### src/rtl/duck_hunt_pkg.sv
// Shared types and screen constants for the Duck Hunt game logic.
package duck_hunt_pkg;

    typedef enum logic [1:0] {IDLE, HOLD, COOLDOWN, EMPTY} shot_state_t;

    localparam int unsigned SCREEN_H_MAX = 1023;
    localparam int unsigned SCREEN_V_MAX = 767;
    localparam int unsigned POS_W        = 12;

    // Unsigned saturation of a coordinate to the visible range.
    function automatic logic [POS_W-1:0] clamp_coord(input logic [POS_W-1:0] v,
                                                     input logic [POS_W-1:0] vmax);
        return (v > vmax) ? vmax : v;
    endfunction

endpackage

### src/rtl/btn_edge_det.sv
// Registers a synchronous button level and emits a one-cycle rising-edge pulse.
module btn_edge_det (
    input  logic clk,
    input  logic rst_n,
    input  logic level_i,
    output logic rise_o
);

    logic level_q;

    always_ff @(posedge clk or negedge rst_n) begin
        if (!rst_n) begin
            level_q <= 1'b0;
        end else begin
            level_q <= level_i;
        end
    end

    assign rise_o = level_i & ~level_q;

endmodule

### src/rtl/mouse_shot_ctl.sv
// Turns mouse clicks into clamped, ammo-limited shot events with a per-shot cooldown,
// handed to hit detection over a valid/ready handshake.
module mouse_shot_ctl
    import duck_hunt_pkg::*;
#(
    parameter int unsigned H_MAX           = SCREEN_H_MAX,
    parameter int unsigned V_MAX           = SCREEN_V_MAX,
    parameter int unsigned COOLDOWN_CYCLES = 6_500_000,
    parameter int unsigned AMMO            = 3
) (
    input  logic        clk,
    input  logic        rst_n,
    input  logic [11:0] xpos_bf1,
    input  logic [11:0] ypos_bf1,
    input  logic        left,
    input  logic        round_start,
    input  logic        shot_ready,
    output logic        shot_valid,
    output logic [11:0] shot_x,
    output logic [11:0] shot_y,
    output logic [1:0]  ammo,
    output logic        busy
);

    localparam int unsigned    CntW     = $clog2(COOLDOWN_CYCLES + 1);
    localparam logic [CntW-1:0] CntLoad = CntW'(COOLDOWN_CYCLES - 1);
    localparam logic [11:0]    HMax     = 12'(H_MAX);
    localparam logic [11:0]    VMax     = 12'(V_MAX);
    localparam logic [1:0]     AmmoInit = 2'(AMMO);

    shot_state_t     state_q, state_d;
    logic [CntW-1:0] cnt_q, cnt_d;
    logic [1:0]      ammo_q, ammo_d;
    logic [11:0]     x_q, x_d;
    logic [11:0]     y_q, y_d;
    logic            click;

    btn_edge_det u_btn_edge_det (
        .clk     (clk),
        .rst_n   (rst_n),
        .level_i (left),
        .rise_o  (click)
    );

    always_comb begin
        state_d = state_q;
        cnt_d   = cnt_q;
        ammo_d  = ammo_q;
        x_d     = x_q;
        y_d     = y_q;
        // Round start overrides everything, including a coincident click or pending shot.
        if (round_start) begin
            state_d = IDLE;
            ammo_d  = AmmoInit;
            cnt_d   = '0;
        end else begin
            unique case (state_q)
                IDLE: begin
                    if (click && (ammo_q != 2'd0)) begin
                        x_d     = clamp_coord(xpos_bf1, HMax);
                        y_d     = clamp_coord(ypos_bf1, VMax);
                        state_d = HOLD;
                    end
                end
                HOLD: begin
                    if (shot_ready) begin
                        ammo_d = ammo_q - 2'd1;
                        if (ammo_q == 2'd1) begin
                            state_d = EMPTY;
                        end else begin
                            cnt_d   = CntLoad;
                            state_d = COOLDOWN;
                        end
                    end
                end
                COOLDOWN: begin
                    if (cnt_q == '0) begin
                        state_d = IDLE;
                    end else begin
                        cnt_d = cnt_q - CntW'(1);
                    end
                end
                EMPTY: begin
                    state_d = EMPTY;
                end
                default: state_d = IDLE;
            endcase
        end
    end

    always_ff @(posedge clk or negedge rst_n) begin
        if (!rst_n) begin
            state_q <= IDLE;
            cnt_q   <= '0;
            ammo_q  <= AmmoInit;
            x_q     <= '0;
            y_q     <= '0;
        end else begin
            state_q <= state_d;
            cnt_q   <= cnt_d;
            ammo_q  <= ammo_d;
            x_q     <= x_d;
            y_q     <= y_d;
        end
    end

    assign shot_valid = (state_q == HOLD);
    assign busy       = (state_q == HOLD) || (state_q == COOLDOWN);
    assign shot_x     = x_q;
    assign shot_y     = y_q;
    assign ammo       = ammo_q;

endmodule

### config.mk
export PLATFORM = sky130hd
export DESIGN_NAME = mouse_shot_ctl
export DESIGN_NICKNAME = d
export VERILOG_FILES = /design/src/rtl/duck_hunt_pkg.sv /design/src/rtl/btn_edge_det.sv /design/src/rtl/mouse_shot_ctl.sv
export SDC_FILE = /design/constraint.sdc
export NUM_CORES = 1
export LEC_CHECK = 0
export ABC_AREA = 1
export BUFFER_PORTS_ARGS = -buffer_cell sky130_fd_sc_hd__buf_2
export CORE_MARGIN = 5
export CORE_UTILIZATION = 45
export CTS_CLUSTER_DIAMETER = 60
export DETAILED_ROUTE_END_ITERATION = 10
export GPL_TIMING_DRIVEN = 0
export PLACE_DENSITY = 0.76
export SYNTH_ARGS = -nofsm -noshare
export SYNTH_HDL_FRONTEND = slang
export SYNTH_SLANG_ARGS = --single-unit
### constraint.sdc
create_clock -name clk -period 2.2 [get_ports clk]
set_input_delay 0.22 -clock clk [delete_from_list [all_inputs] [get_ports clk]]
set_output_delay 0.22 -clock clk [all_outputs]
set_load 0.02 [all_outputs]
**Yosys cells after proc, flatten, opt, wreduce, memory -nomap -nowiden**

Index checks and enable logic that the tools add are counted.

- Input port bits: 29
- Register bits after elaboration: 52
- Logic and storage cells: 50
- Output and inout bits: 28

- Add/subtract/negate cells: 2
- Equal/unequal tests: 9
- Reduce and logical (&&, ||, !) cells: 12
- Bitwise operators: 3
- Multiplexer cells: 16
- $lt $le $gt $ge: 2

Operators with widths:

| operator | count |
|---|---|
| 23-bit two-way mux | 4 |
| 23-bit one-hot mux with 2 select lines | 1 |
| 12-bit by 10-bit > comparator with 1-bit output, second input constant | 2 |
| 12-bit two-way mux | 2 |
| 23-bit zero test | 1 |
| 23-bit by 1-bit subtractor with 23-bit output, second input constant | 1 |
| 3-bit != test, second input constant | 5 |
| 2-bit two-way mux | 7 |
| 2-bit one-hot mux with 4 select lines | 1 |
| 3-bit AND reduction | 2 |
| 2-bit nonzero test | 3 |
| 2-bit by 1-bit == test with 1-bit output, second input constant | 2 |
| 2-bit == test, second input constant | 2 |
| 4-bit AND reduction | 1 |
| 3-bit nonzero test | 1 |
| 2-bit zero test | 1 |
| 1-bit inverter | 2 |
| 2-bit AND reduction | 1 |
| 2-bit by 1-bit subtractor with 2-bit output, second input constant | 1 |
| 1-bit bitwise AND | 1 |
| 1-bit logical AND | 1 |
| 1-bit logical OR | 1 |
| 1-bit two-way mux | 1 |

**Longest topological paths before layout**

- Depth after elaboration: 6
- Depth in mapped cells: 11
- Gate-level depth less buffers: 11

**Hierarchy**

Synthesis repeated with hierarchy kept, for this count alone.

- Cell total of the unflattened synthesis: 356
- Area, all modules: 2,860.2 um^2

Modules (own cells, without submodules):

| module | times used | cells an instance | area an instance (um^2) | seq. area each (um^2) |
|---|---|---|---|---|
| mouse_shot_ctl | 1 | 353 | 2,825.2 | 1,278.7 |
| btn_edge_det | 1 | 3 | 35.0 | 25.0 |

**Worst setup path after synthesis**

Ideal clock, no wire load.

- Path kind: reg-to-reg
- Start point: register ammo_q[0], in the netlist ammo[0]
- End point: register y_q[0], in the netlist shot_y[0]
- Data required time: 2,078 ps
- Setup time: 122 ps
- Slack: 382 ps
- Period minus slack after synthesis: 1,818 ps
- Data arrival time: 1,697 ps
- Cell stages (with the launch flop): 8
- Path buffers: 0
- Path through: dfstp_2 inv_1 ha_1 inv_1 nand3b_1 nor3_4 nand3_1 o22a_1

- Longest elaborated chain between the ends: 3

Ends and longest elaborated chain:

| element | line | source |
|---|---|---|
| from (decl) | mouse_shot_ctl.sv:33 | `logic [1:0] ammo_q, ammo_d;` |
| from (signal assigned) | mouse_shot_ctl.sv:95 | `ammo_q <= AmmoInit;` |
| from (signal assigned) | mouse_shot_ctl.sv:101 | `ammo_q <= ammo_d;` |
| 2-bit nonzero test | mouse_shot_ctl.sv:59 | `if (click && (ammo_q != 2'd0)) begin` |
| 1-bit logical AND | mouse_shot_ctl.sv:59 |  |
| 3-bit AND reduction (no line) | n/a |  |
| to (signal assigned) | mouse_shot_ctl.sv:103 | `y_q <= y_d;` |
| to (decl) | mouse_shot_ctl.sv:35 | `logic [11:0] y_q, y_d;` |

No other way between the ends.
A chain may end at the register's enable or synchronous reset.

**Final worst setup path**

- Start point: register ammo_q[0], in the netlist ammo[0]
- End point: register y_q[7], in the netlist shot_y[7]

The elaborated chain is that of the path after synthesis.

==> flow_metrics.env <==
export IMPL_postCtsSetupRepairBufs=0
export IMPL_powerDensity_nw_per_um2=1276
export IMPL_die_area_sq_um=8110
export IMPL_worst_path_max_fanout=10
export IMPL_cts_root_buf="clkbuf_8"
export IMPL_drtIter0Drc=112
export IMPL_rsz0062_at_grt="no"
export IMPL_viasPerCell=4.869
export IMPL_synth_main_ff_cell="dfrtp_1"
export IMPL_path_class="flop to flop"
export IMPL_multi_input_area_sq_um=1373
export IMPL_setup_ws_ns=0.2012
export IMPL_hp_class="input pin to flop"
export IMPL_clkTransAtPathRegs_ns=0.09
export IMPL_worstPathArrival_ns=2.19
export IMPL_power_leakage_nw=1.622
export IMPL_async_reset_ff_frac=1.000
export IMPL_placed_cell_area_sq_um=3261
export IMPL_outcome="finished clean"
export IMPL_worstHoldPathCells=1
export IMPL_cp_end_kind="flop"
export IMPL_seqCellArea_sq_um=1304
export IMPL_synth_top_area_frac=0.4338
export IMPL_ys_seq_elements=52
export IMPL_pre_cts_ws_ns=0.1942
export IMPL_fmax_mhz=500.3
export IMPL_initial_core_util=0.4594
export IMPL_numCtsBuffers=5
export IMPL_cp_start_kind="flop"
export IMPL_grt_pass1_vias=2444
export IMPL_firstDrtPassIters=4
export IMPL_htreeDepth=2
export IMPL_crit_required_ns=2.39
export IMPL_clk_latency_ns=0.30
export IMPL_r2r_start="ammo[0]"
export IMPL_ioPinCount=57
export IMPL_slew_viol_final=0
export IMPL_synth_cell_types=34
export IMPL_synthTopCellsByArea="dfrtp_1 43%, nand2_1 12%, nor2_1 6.9%"
export IMPL_crit_top_cell="inv_1"
export IMPL_antenna_cells=0
export IMPL_crit_path_start="ammo[0]"
export IMPL_ir_drop_mv=0.7292
export IMPL_grt_ovfl_total=0
export IMPL_slew_headroom=0.2489
export IMPL_cts_sinks=52
export IMPL_grt_pass1_wl_um=10960
export IMPL_r2r_end="shot_y[7]"
export IMPL_holdPathEnd="u_btn_edge_det.level_q"
export IMPL_clock_path_buffers=2
export IMPL_grtUsageTotal=0.1587
export IMPL_path_buf_inv=2
export IMPL_cp_top_family="simple AND/OR/NAND/NOR gates"
export IMPL_num_rows=29
export IMPL_crit_chain="inv_1, ha_1, inv_1, nand3b_1, nor3_4, nand3_1, o22a_1"
export IMPL_setup_viol=0
export IMPL_synth_top_area_cell="dfrtp_1"
export IMPL_final_hold_viol_count=0
export IMPL_cp_slowest_stage_delay_ns=0.55
export IMPL_io_buffers=56
export IMPL_die_h_um=90.06
export IMPL_fin_nets=454
export IMPL_ys_warn_count=0
export IMPL_min_period_ns=1.999
export IMPL_tightestPinTransition_ns=1.127
export IMPL_rrSetupSlack_ns=0.20
export IMPL_vias=2410
export IMPL_drive_gt1_frac=0.2440
export IMPL_grt_max_degree=53
export IMPL_setup_tns_ns=0
export IMPL_routed_wl_um=6022
export IMPL_antenna_found_initial=0
export IMPL_layoutNonFillerInstCount=495
export IMPL_syn_area_sq_um=2884
export IMPL_syn_area_per_cell_sq_um=8.147
export IMPL_finalCritPeriodShare=0.9086
export IMPL_critPathSlowestCell="dfstp_2"
export IMPL_synthCells=354
export IMPL_fin_skew_ns=0.008139
export IMPL_dp_cells=487
export IMPL_gp_congestion=0.8587
export IMPL_reg2reg_depth=7
export IMPL_die_x_um=90.06
export IMPL_synth_edf_count=0
export IMPL_synth_nets=391
export IMPL_syn_to_final_growth_pct=16.14
export IMPL_cap_violations=0
export IMPL_fin_area_sq_um=3349
export IMPL_cts_hold_buffers=0
export IMPL_hp_start="left"
export IMPL_drc=0
export IMPL_synth_seq_area_share=0.4521
export IMPL_core_area_sq_um=6277
export IMPL_p_total_w=0.004272
export IMPL_fillers=593
export IMPL_cts_tree="done"
export IMPL_netlist_top_cells_count="89 x nand2_1, 53 x nor2_1, 50 x dfrtp_1"
export IMPL_dp_hpwl_um=4583
export IMPL_wire_per_inst_um=12.17
export IMPL_cts_resized=0
export IMPL_synth_most_common_cell="nand2_1"
export IMPL_ant_nets=0
==> worst reg2reg max path, delay by kind of cell (launching register included) <==
family          cells  cell delay, ns
compound gates      1            0.27
flops               1            0.55
fa+ha+maj           1            0.19
simple gates        3            0.77
buf+inv             2            0.11
==> layer usage <==
metal / share of wire / GRT usage / vias up
li1: - / - / 1255
met1: 0.47 / 0.2030 / 1089
met2: 0.46 / 0.2591 / 60
met3: 0.059 / 0.04758 / 6
met4: 0.010 / 0.04715 / 0
met5: 0 / 0 / -
==> power breakdown <==
part           leakage [nW]  internal (W)  total (W)  switching, W
Combinational         0.947      0.000742    0.00215       0.00141
Sequential            0.633       0.00131    0.00157      0.000258
Clock                0.0418      0.000229   0.000553      0.000324
==> flip-flops by register name, summed over array words and instances (netlist names) <==
signal,count
u_btn_edge_det.level_q,1
shot_x,12
cnt_q,23
state_q,2
ammo,2
shot_y,12
==> per-stage QoR <==
stage,hold WS [ns],util
2_1_floorplan,-0.07559,-
3_3_place_gp,0.3550,0.5194
3_5_place_dp,0.3568,0.5194
4_1_cts,0.03047,0.5336
5_1_grt,0.02276,0.5336
6_report,0.04353,0.5336
==> how the worst max path moves through the flow <==
stage	to	slack (ns)	cells after the start
floorplan	shot_y[0]	0.38	7
global placement	shot_y[6]	0.23	7
detailed placement	shot_y[7]	0.19	7
CTS	shot_y[7]	0.18	7
global route	shot_y[5]	0.02	7
finish	shot_y[7]	0.20	7
==> final cells by class <==
| cell class | count | area share |
|---|---|---|
| buffer | 6 | 0.01158 |
| clock buffer | 6 | 0.02167 |
| clock inverter | 2 | 0.004856 |
| inverter | 41 | 0.05043 |
| multi-input combinational | 255 | 0.4098 |
| sequential | 52 | 0.3892 |
| tap | 77 | 0.02876 |
| timing repair buffer | 56 | 0.08368 |
==> kinds of logic (layout without fill, tap and decap cells) <==
group / Yosys count / after routing / synth area share
AOI/OAI and AO/OA: 63 / 63 / 0.1375
adders and majority gates: 8 / 8 / 0.03471
xor gates and xnor gates: 6 / 6 / 0.01822
buffers and inverters: 47 / 111 / 0.07202
DFF: 52 / 52 / 0.4521
and+or+nand+nor: 178 / 178 / 0.2855
==> layout by cell type (no fill, tap or decap), types with 2 or more instances in the layout <==
cell and n:
or2_2 2, a21oi_1 7, nor2_1 53, o21ai_1 11, xor2_1 6, o22a_1 9, nor2_2 4, dfstp_2 2
ha_1 8, clkbuf_8 5, nand3_1 10, dfrtp_1 50, buf_2 56, o21ai_2 12, nor3_1 5, nand4_1 4
inv_1 33, nand2_1 89, o21ai_0 22, a31oi_1 2, clkbuf_1 6, nor2_4 2, inv_2 5
(Power assumes the default switching activity.)
